===== config.mk =====
export PLATFORM = sky130hd
export DESIGN_NAME = bist_addr_seq
export DESIGN_NICKNAME = d
export VERILOG_FILES = /design/src/rtl/bist_addr_seq.sv
export SDC_FILE = /design/constraint.sdc
export NUM_CORES = 1
export LEC_CHECK = 0
export ABC_AREA = 1
export CAP_MARGIN = 20
export CORE_UTILIZATION = 48
export CTS_CLUSTER_DIAMETER = 40
export DETAILED_ROUTE_END_ITERATION = 7
export PLACE_DENSITY = 0.77
export SLEW_MARGIN = 20
export SYNTH_ARGS = -nofsm -noshare
export SYNTH_HDL_FRONTEND = slang
export SYNTH_SLANG_ARGS = --single-unit
export TNS_END_PERCENT = 5

===== constraint.sdc =====
create_clock -name clk -period 2 [get_ports clk]
set_input_delay 0.3 -clock clk [delete_from_list [all_inputs] [get_ports clk]]
set_output_delay 0.3 -clock clk [all_outputs]
set_load 0.02 [all_outputs]

===== src/rtl/bist_addr_seq.sv =====
// BIST address sequencer: one full-coverage address sweep per accepted start,
// in one of four orderings, ascending or descending, advanced by a step handshake.
module bist_addr_seq #(
    parameter int unsigned A_ROW = 2,
    parameter int unsigned A_COL = 2
) (
    input  logic                   clk,
    input  logic                   reset,
    input  logic                   i_start,
    input  logic                   i_up_down,
    input  logic [1:0]             i_mode,
    input  logic                   i_step,
    input  logic                   i_abort,
    output logic [A_ROW+A_COL-1:0] o_address,
    output logic                   o_valid,
    output logic                   o_last,
    output logic                   o_done,
    output logic                   o_busy
);

    localparam int unsigned A_W = A_ROW + A_COL;

    typedef enum logic [0:0] {StIdle, StRun} state_e;

    state_e         r_state_q, w_state_d;
    logic [A_W-1:0] r_idx_q, w_idx_d;
    logic [1:0]     r_mode_q, w_mode_d;
    logic           r_dir_q, w_dir_d;
    logic           r_done_q, w_done_d;

    logic           w_terminal;
    logic [A_W-1:0] w_half;
    logic [A_ROW-1:0] w_row;
    logic [A_COL-1:0] w_col;

    // Terminal index is all-ones when ascending, zero when descending.
    assign w_terminal = r_dir_q ? (r_idx_q == {A_W{1'b1}}) : (r_idx_q == {A_W{1'b0}});

    always_ff @(posedge clk) begin
        if (reset) begin
            r_state_q <= StIdle;
            r_idx_q   <= '0;
            r_mode_q  <= 2'd0;
            r_dir_q   <= 1'b1;
            r_done_q  <= 1'b0;
        end else begin
            r_state_q <= w_state_d;
            r_idx_q   <= w_idx_d;
            r_mode_q  <= w_mode_d;
            r_dir_q   <= w_dir_d;
            r_done_q  <= w_done_d;
        end
    end

    always_comb begin
        w_state_d = r_state_q;
        w_idx_d   = r_idx_q;
        w_mode_d  = r_mode_q;
        w_dir_d   = r_dir_q;
        w_done_d  = 1'b0;
        case (r_state_q)
            StIdle: begin
                if (i_start) begin
                    w_state_d = StRun;
                    w_idx_d   = i_up_down ? {A_W{1'b0}} : {A_W{1'b1}};
                    w_mode_d  = i_mode;
                    w_dir_d   = i_up_down;
                end
            end
            StRun: begin
                if (i_abort) begin
                    w_state_d = StIdle;
                end else if (i_step) begin
                    if (w_terminal) begin
                        w_state_d = StIdle;
                        w_done_d  = 1'b1;
                    end else if (r_dir_q) begin
                        w_idx_d = r_idx_q + 1'b1;
                    end else begin
                        w_idx_d = r_idx_q - 1'b1;
                    end
                end
            end
            default: w_state_d = StIdle;
        endcase
    end

    // Address depends only on registered state, never on inputs.
    assign w_half = r_idx_q >> 1;
    assign w_row  = r_idx_q[A_ROW-1:0];
    assign w_col  = r_idx_q[A_W-1:A_ROW];

    always_comb begin
        o_address = r_idx_q;
        case (r_mode_q)
            2'd0: o_address = r_idx_q;
            2'd1: o_address = {w_row, w_col};
            2'd2: o_address = r_idx_q ^ w_half;
            2'd3: o_address = r_idx_q[0] ? ~w_half : w_half;
            default: o_address = r_idx_q;
        endcase
    end

    assign o_valid = (r_state_q == StRun);
    assign o_busy  = o_valid;
    assign o_last  = o_valid && w_terminal;
    assign o_done  = r_done_q;

endmodule


==> results of run 1 <==
repair_timing:
action,4_1_cts,5_1_grt
endpoints found under the setup margin,5,0
gates resized for setup,5,0
hold buffers,0,0
logic make-up (layout without fill, tap and decap cells):
family | Yosys count | after routing
simple gates | 51 | 51
compound gates | 17 | 17
buf+inv | 14 | 36
flops | 9 | 9
fa+ha+maj | 7 | 7
xor+xnor | 2 | 2
cells in the final DEF, fill, tap and decap left out, types with 2 or more instances in the layout:
cell type,count
a21oi_1,6
buf_4,5
clkbuf_4,3
clkdlybuf4s50_1,10
dfxtp_1,9
dlygate4sd2_1,5
ha_1,6
inv_1,12
nand2_1,19
nand2_4,3
nand3_1,10
nor2_1,13
o2111ai_1,2
o21ai_0,7
or2_2,2
xnor2_1,2
state kept, by name (all words and copies together), names as in the netlist:
signal and flops:
r_idx_q 4, r_mode_q 2, r_dir_q 1, o_busy 1, o_done 1
power by group:
| group | total (mW) | internal [mW] | switching (mW) |
|---|---|---|---|
| clock network | 0.135 | 0.0766 | 0.0584 |
| logic | 0.198 | 0.0899 | 0.108 |
| registers | 0.216 | 0.194 | 0.0218 |
worst register-to-register path, cell delays in order (launching register included):
cell and delay, ns:
dfxtp_1 0.39, inv_1 0.13, ha_1 0.32, or2_2 0.27, nand2_1 0.10, nand2_1 0.06, nand2_1 0.05, nor2_1 0.04
nor2_1 0.08, nor2_1 0.05
per-stage QoR:
step,cell area [um^2],instances,hold WS [ns]
floorplan,694.4,100,0.3691
global route,908.4,137,0.5495
detailed placement,888.4,133,0.5166
finish,908.4,137,0.5266
CTS,908.4,137,0.5272
global placement,888.4,133,0.5152
path summary, 6_finish.rpt:
check / start / endpoint / slack, ns / cells after the start
worst max-delay path: r_idx_q[2]$_SDFFE_PP0P_ / o_address[2] / 0.08 / 5
worst min register to register: r_dir_q$_SDFFE_PP1P_ / r_dir_q$_SDFFE_PP1P_ / 0.53 / 2
worst max register to register: r_dir_q$_SDFFE_PP1P_ / r_idx_q[3]$_SDFFE_PP0P_ / 0.41 / 9
worst min-delay path: r_dir_q$_SDFFE_PP1P_ / r_dir_q$_SDFFE_PP1P_ / 0.53 / 2
area by class of cell:
cell class	instances	area, um^2	share of cell area
multi-input cells	77	456.7	0.5028
repair buffers	20	181.4	0.1997
flip-flops and latches	9	180.2	0.1983
inverters	12	45.04	0.04959
clock buffers	4	26.28	0.02893
well taps	15	18.77	0.02066
metal layers:
metal | up-vias | global-route usage | part of all wire
met4 | 0 | 0.02586 | 0
met2 | 15 | 0.3387 | 0.49
met5 | - | 0 | 0
li1 | 375 | - | -
met1 | 325 | 0.2740 | 0.47
met3 | 0 | 0.03333 | 0.041
==> metrics, run 1 <==
status complete, no violations; Sink Count 9; number of synthesis warnings 0; CP endpoint kind output port; leakage 0.4458 nW; # diodes 0; mux cell area share after synthesis 0; I/O Pins 16; Pwr Total 548.8 uW; area share of fa/ha/maj cells after synthesis 0.1369; sequential fraction of the synthesis area 0.2595; H-tree levels 1; post-place setup slack 0.08029 ns; Slew @ Worst Pin 0.2544 ns; crit path DAT 1.62 ns; vias in the first global route 563; Area Growth Syn to Fin 30.81%; endpoints failing setup 0; unrepaired setup endpoints after global routing no; post-route minimum period 1.916 ns; Final Cycle Share 0.9579; # rows 13; PnR worst setup slack 0.08426 ns; crit start category flop; Routed Antenna Nets 0; die width 40.04 um; antenna violations before repair 0; Util after Layout 0.6895; Synth Area in XOR/XNOR 0.02523; Root Buffer Master clkbuf_4; share of the synthesized area in the top cell type 0.2595; Mapped Area 694.4 um^2; Post-Syn Area per Cell 6.944 um^2; CP max FO 6; Post-synth EDFFs 0; TritonCTS clock tree done; slowest CP cell dfxtp_1; fmax 522.0 MHz; Critical Path, Cell by Cell inv_1 > ha_1 > nand3_1 > o2111ai_1 > dlygate4sd2_1; fraction of registers with async set/reset 0; max incr delay on CP 0.43 ns; later-pin clock latency in the skew report 0.25 ns; post-synth top area cell dfxtp_1; IR drop worst, VDD 0.5712 mV; Die Area 1603 um^2; share of cells above drive strength 1 0.1311; Port Buffer Count 15; Placer Congestion 0.8748; nets 138; Initial Util 0.5271; Crit path max-delay family buffers and inverters; clk slew on worst S/H paths 0.06 ns; Synth area leaders dfxtp_1 26%, ha_1 11%, nand2_1 10%; post-synthesis cell count 100; 1st-pass router iterations 4; WS Path Type flop to output port; top-count cell post-synth nand2_1; aggregate global routing overflow 0; Max Clock Skew 0.001233 ns; Critical Path RT 1.70 ns; HP Class flop to flop; main flop type after synthesis dfxtp_1; clk buf depth 2; setup TNS 0 ns; Post-CTS Setup Inserts 0; Starting DRT DRC Count 20; Simple-Gate Fraction of Synth Area 0.3514; Core ar. 1318 um^2; PD cells 604.2 nW/um^2; Yosys reg bits 9; Layout fillers 110; Synth Net Count 115; Distinct cells, synth 21; DR WL/cell 10.31 um; DR vias 715; first-pass GRT wire length 2187 um; Routed WL 1412 um; top cells by count, synth 19 x nand2_1, 13 x nor2_1, 12 x inv_1, 10 x nand3_1, 9 x dfxtp_1; DRC errors left 0; endpoints failing hold 0; Buf/Inv on CP 2; pin count of the biggest net entering global routing 9; largest family of logic cells by synthesized area simple AND/OR/NAND/NOR gates; Compound-Gate Fraction of Synth Area 0.1441; max-capacitance violation count 0; Tot GR Track Use 0.2012; die height 40.04 um; CTS Buf Count 3; Slew Limit Headroom 0.8283; Vias/cell 5.219; post-DP HPWL 1167 um; max-slew violations 0
Power figures use the tool's default switching activity.
==> run 2: changes to the inputs <==
--- a/config.mk
+++ b/config.mk
@@ -11,6 +11,7 @@
 export CTS_CLUSTER_DIAMETER = 40
 export DETAILED_ROUTE_END_ITERATION = 7
 export PLACE_DENSITY = 0.77
+export SKIP_LAST_GASP = 1
 export SLEW_MARGIN = 20
 export SYNTH_ARGS = -nofsm -noshare
 export SYNTH_HDL_FRONTEND = slang
==> run 2 against run 1 <==
The flow now finishes with violations (negative setup slack). Sequential share of layout area shrank 0.16 points. Cell area grew 0.83%. Global-route usage is the same. Core utilization grew 0.57 points. First-iteration DRC count is the same. Maximum frequency shrank 11%. Largest cell class unchanged. Highest routed layer unchanged.
==> metrics, run 2 (synthesis results as in run 1) <==
DRC errors left 0; crit path DAT 1.84 ns; highest metal used met3; Reg power frac 0.389; Largest regs r_idx_q: 4 flops, r_mode_q: 2 flops; antenna violations before repair 0; unrepaired setup endpoints after global routing yes; Tot GR Track Use 0.2012; I/O Pins 16; share of cells above drive strength 1 0.1311; die width 40.04 um; 1st-pass router iterations 4; die height 40.04 um; Initial Util 0.5271; Starting DRT DRC Count 20; Die Area 1603 um^2; pin count of the biggest net entering global routing 9; status finished, violations left; Area Growth Syn to Fin 31.89%; switching share of total power 0.3394; leakage 0.4454 nW; Final Cycle Share 1.072; met3 WL 60 um; clk slew on worst S/H paths 0.06 ns; Net Sw Power 188.5 uW; Critical Path RT 1.70 ns; fmax 466.3 MHz; Clock power frac 0.243; Sink Count 9; Core ar. 1318 um^2; aggregate global routing overflow 0; most common cell after layout, fill and taps aside nand2_1; met2 WL post-DR 686 um; # diodes 0; endpoints failing setup 2; Vias/cell 5.219; vias in the first global route 563; commonest non-fill, non-tap cells in the layout 19 x nand2_1, 13 x nor2_1, 13 x clkdlybuf4s50_1; Comb pwr share 0.368; Placer Congestion 0.8748; nets 138; Slew @ Worst Pin 0.2540 ns; worst hold margin 0.5266 ns; failing checks negative setup slack; Layout fillers 107; DR WL/cell 10.32 um; clk buf depth 2; Int Pwr 366.8 uW; Routed WL 1414 um; PnR worst setup slack -0.1445 ns; later-pin clock latency in the skew report 0.25 ns; max reg flops 4; placed cell count 133; CP max FO 6; post-route minimum period 2.145 ns; Port Buffer Count 15; PD cells 606.3 nW/um^2; DR vias 715; IR drop worst, VDD 0.5754 mV; TritonCTS clock tree done; Routed Antenna Nets 0; # rows 13; H-tree levels 1; CTS Buf Count 3; Slew Limit Headroom 0.8285; Post-CTS Hold Fix Bufs 0; Max Clock Skew 0.001233 ns; setup TNS -0.2858 ns; first-pass GRT wire length 2187 um; WS Path Type flop to output port; max-slew violations 0; Root Buffer Master clkbuf_4; largest reg by FF count r_idx_q; CP endpoint kind output port; HP Class flop to flop; post-DP HPWL 1167 um; WL met1 667 um; fin cells 137; crit start category flop; internal reg-to-reg setup slack 0.41 ns; max-capacitance violation count 0; endpoints failing hold 0
==> run 2: power by group through the flow <==
stage,clock [mW],combinational [mW],sequential [mW]
2_1_floorplan,0,0.126,0.219
3_3_place_gp,0,0.207,0.220
3_5_place_dp,0,0.207,0.220
4_1_cts,0.139,0.206,0.216
5_1_grt,0.145,0.230,0.219
6_report,0.135,0.204,0.216
==> run 2: cell type report <==
cell class,instances,area [um^2],share of cell area
clock buffers,4,26.28,0.02869
inverters,12,45.04,0.04918
multi-input cells,77,456.7,0.4986
flip-flops and latches,9,180.2,0.1967
well taps,15,18.77,0.02049
repair buffers,20,188.9,0.2063
==> run 2: worst max-delay path, cell delays in order, from the launching register on <==
cell and delay, ns:
dfxtp_1 0.43, inv_1 0.08, buf_4 0.14, a21oi_1 0.11, o21ai_0 0.10, o2111ai_1 0.10, clkdlybuf4s50_1 0.63
==> run 2: final timing paths <==
path | from | endpoint | cells past startpoint
setup reg to reg | r_dir_q$_SDFFE_PP1P_ | r_idx_q[3]$_SDFFE_PP0P_ | 9
hold reg to reg | r_dir_q$_SDFFE_PP1P_ | r_dir_q$_SDFFE_PP1P_ | 2
setup / recovery | r_idx_q[0]$_SDFFE_PP0P_ | o_address[1] | 6
hold / removal | r_dir_q$_SDFFE_PP1P_ | r_dir_q$_SDFFE_PP1P_ | 2
==> run 2: per-stage QoR <==
| step | util | cell area [um^2] | total power [mW] | setup WS (ns) |
|---|---|---|---|---|
| after floorplan | - | 694.4 | 0.3454 | 0.3430 |
| after global placement | 0.6743 | 888.4 | 0.4269 | 0.1124 |
| after detailed placement | 0.6743 | 888.4 | 0.4267 | 0.08029 |
| after CTS | 0.6933 | 913.4 | 0.5607 | -0.1646 |
| after global routing | 0.6952 | 915.9 | 0.5937 | -0.2406 |
| final | 0.6952 | 915.9 | 0.5553 | -0.1445 |
==> run 2: metal layers <==
metal | GRT usage | vias to the layer above
met3 | 0.03333 | 0
met1 | 0.2740 | 325
met5 | 0 | -
li1 | - | 375
met4 | 0.02586 | 0
met2 | 0.3387 | 15
==> run 2: what timing repair did <==
item | CTS | global route
gates resized for setup | 1 | 1
setup buffers | 0 | 0
cloned | 0 | 0
setup endpoints to repair | 5 | 4
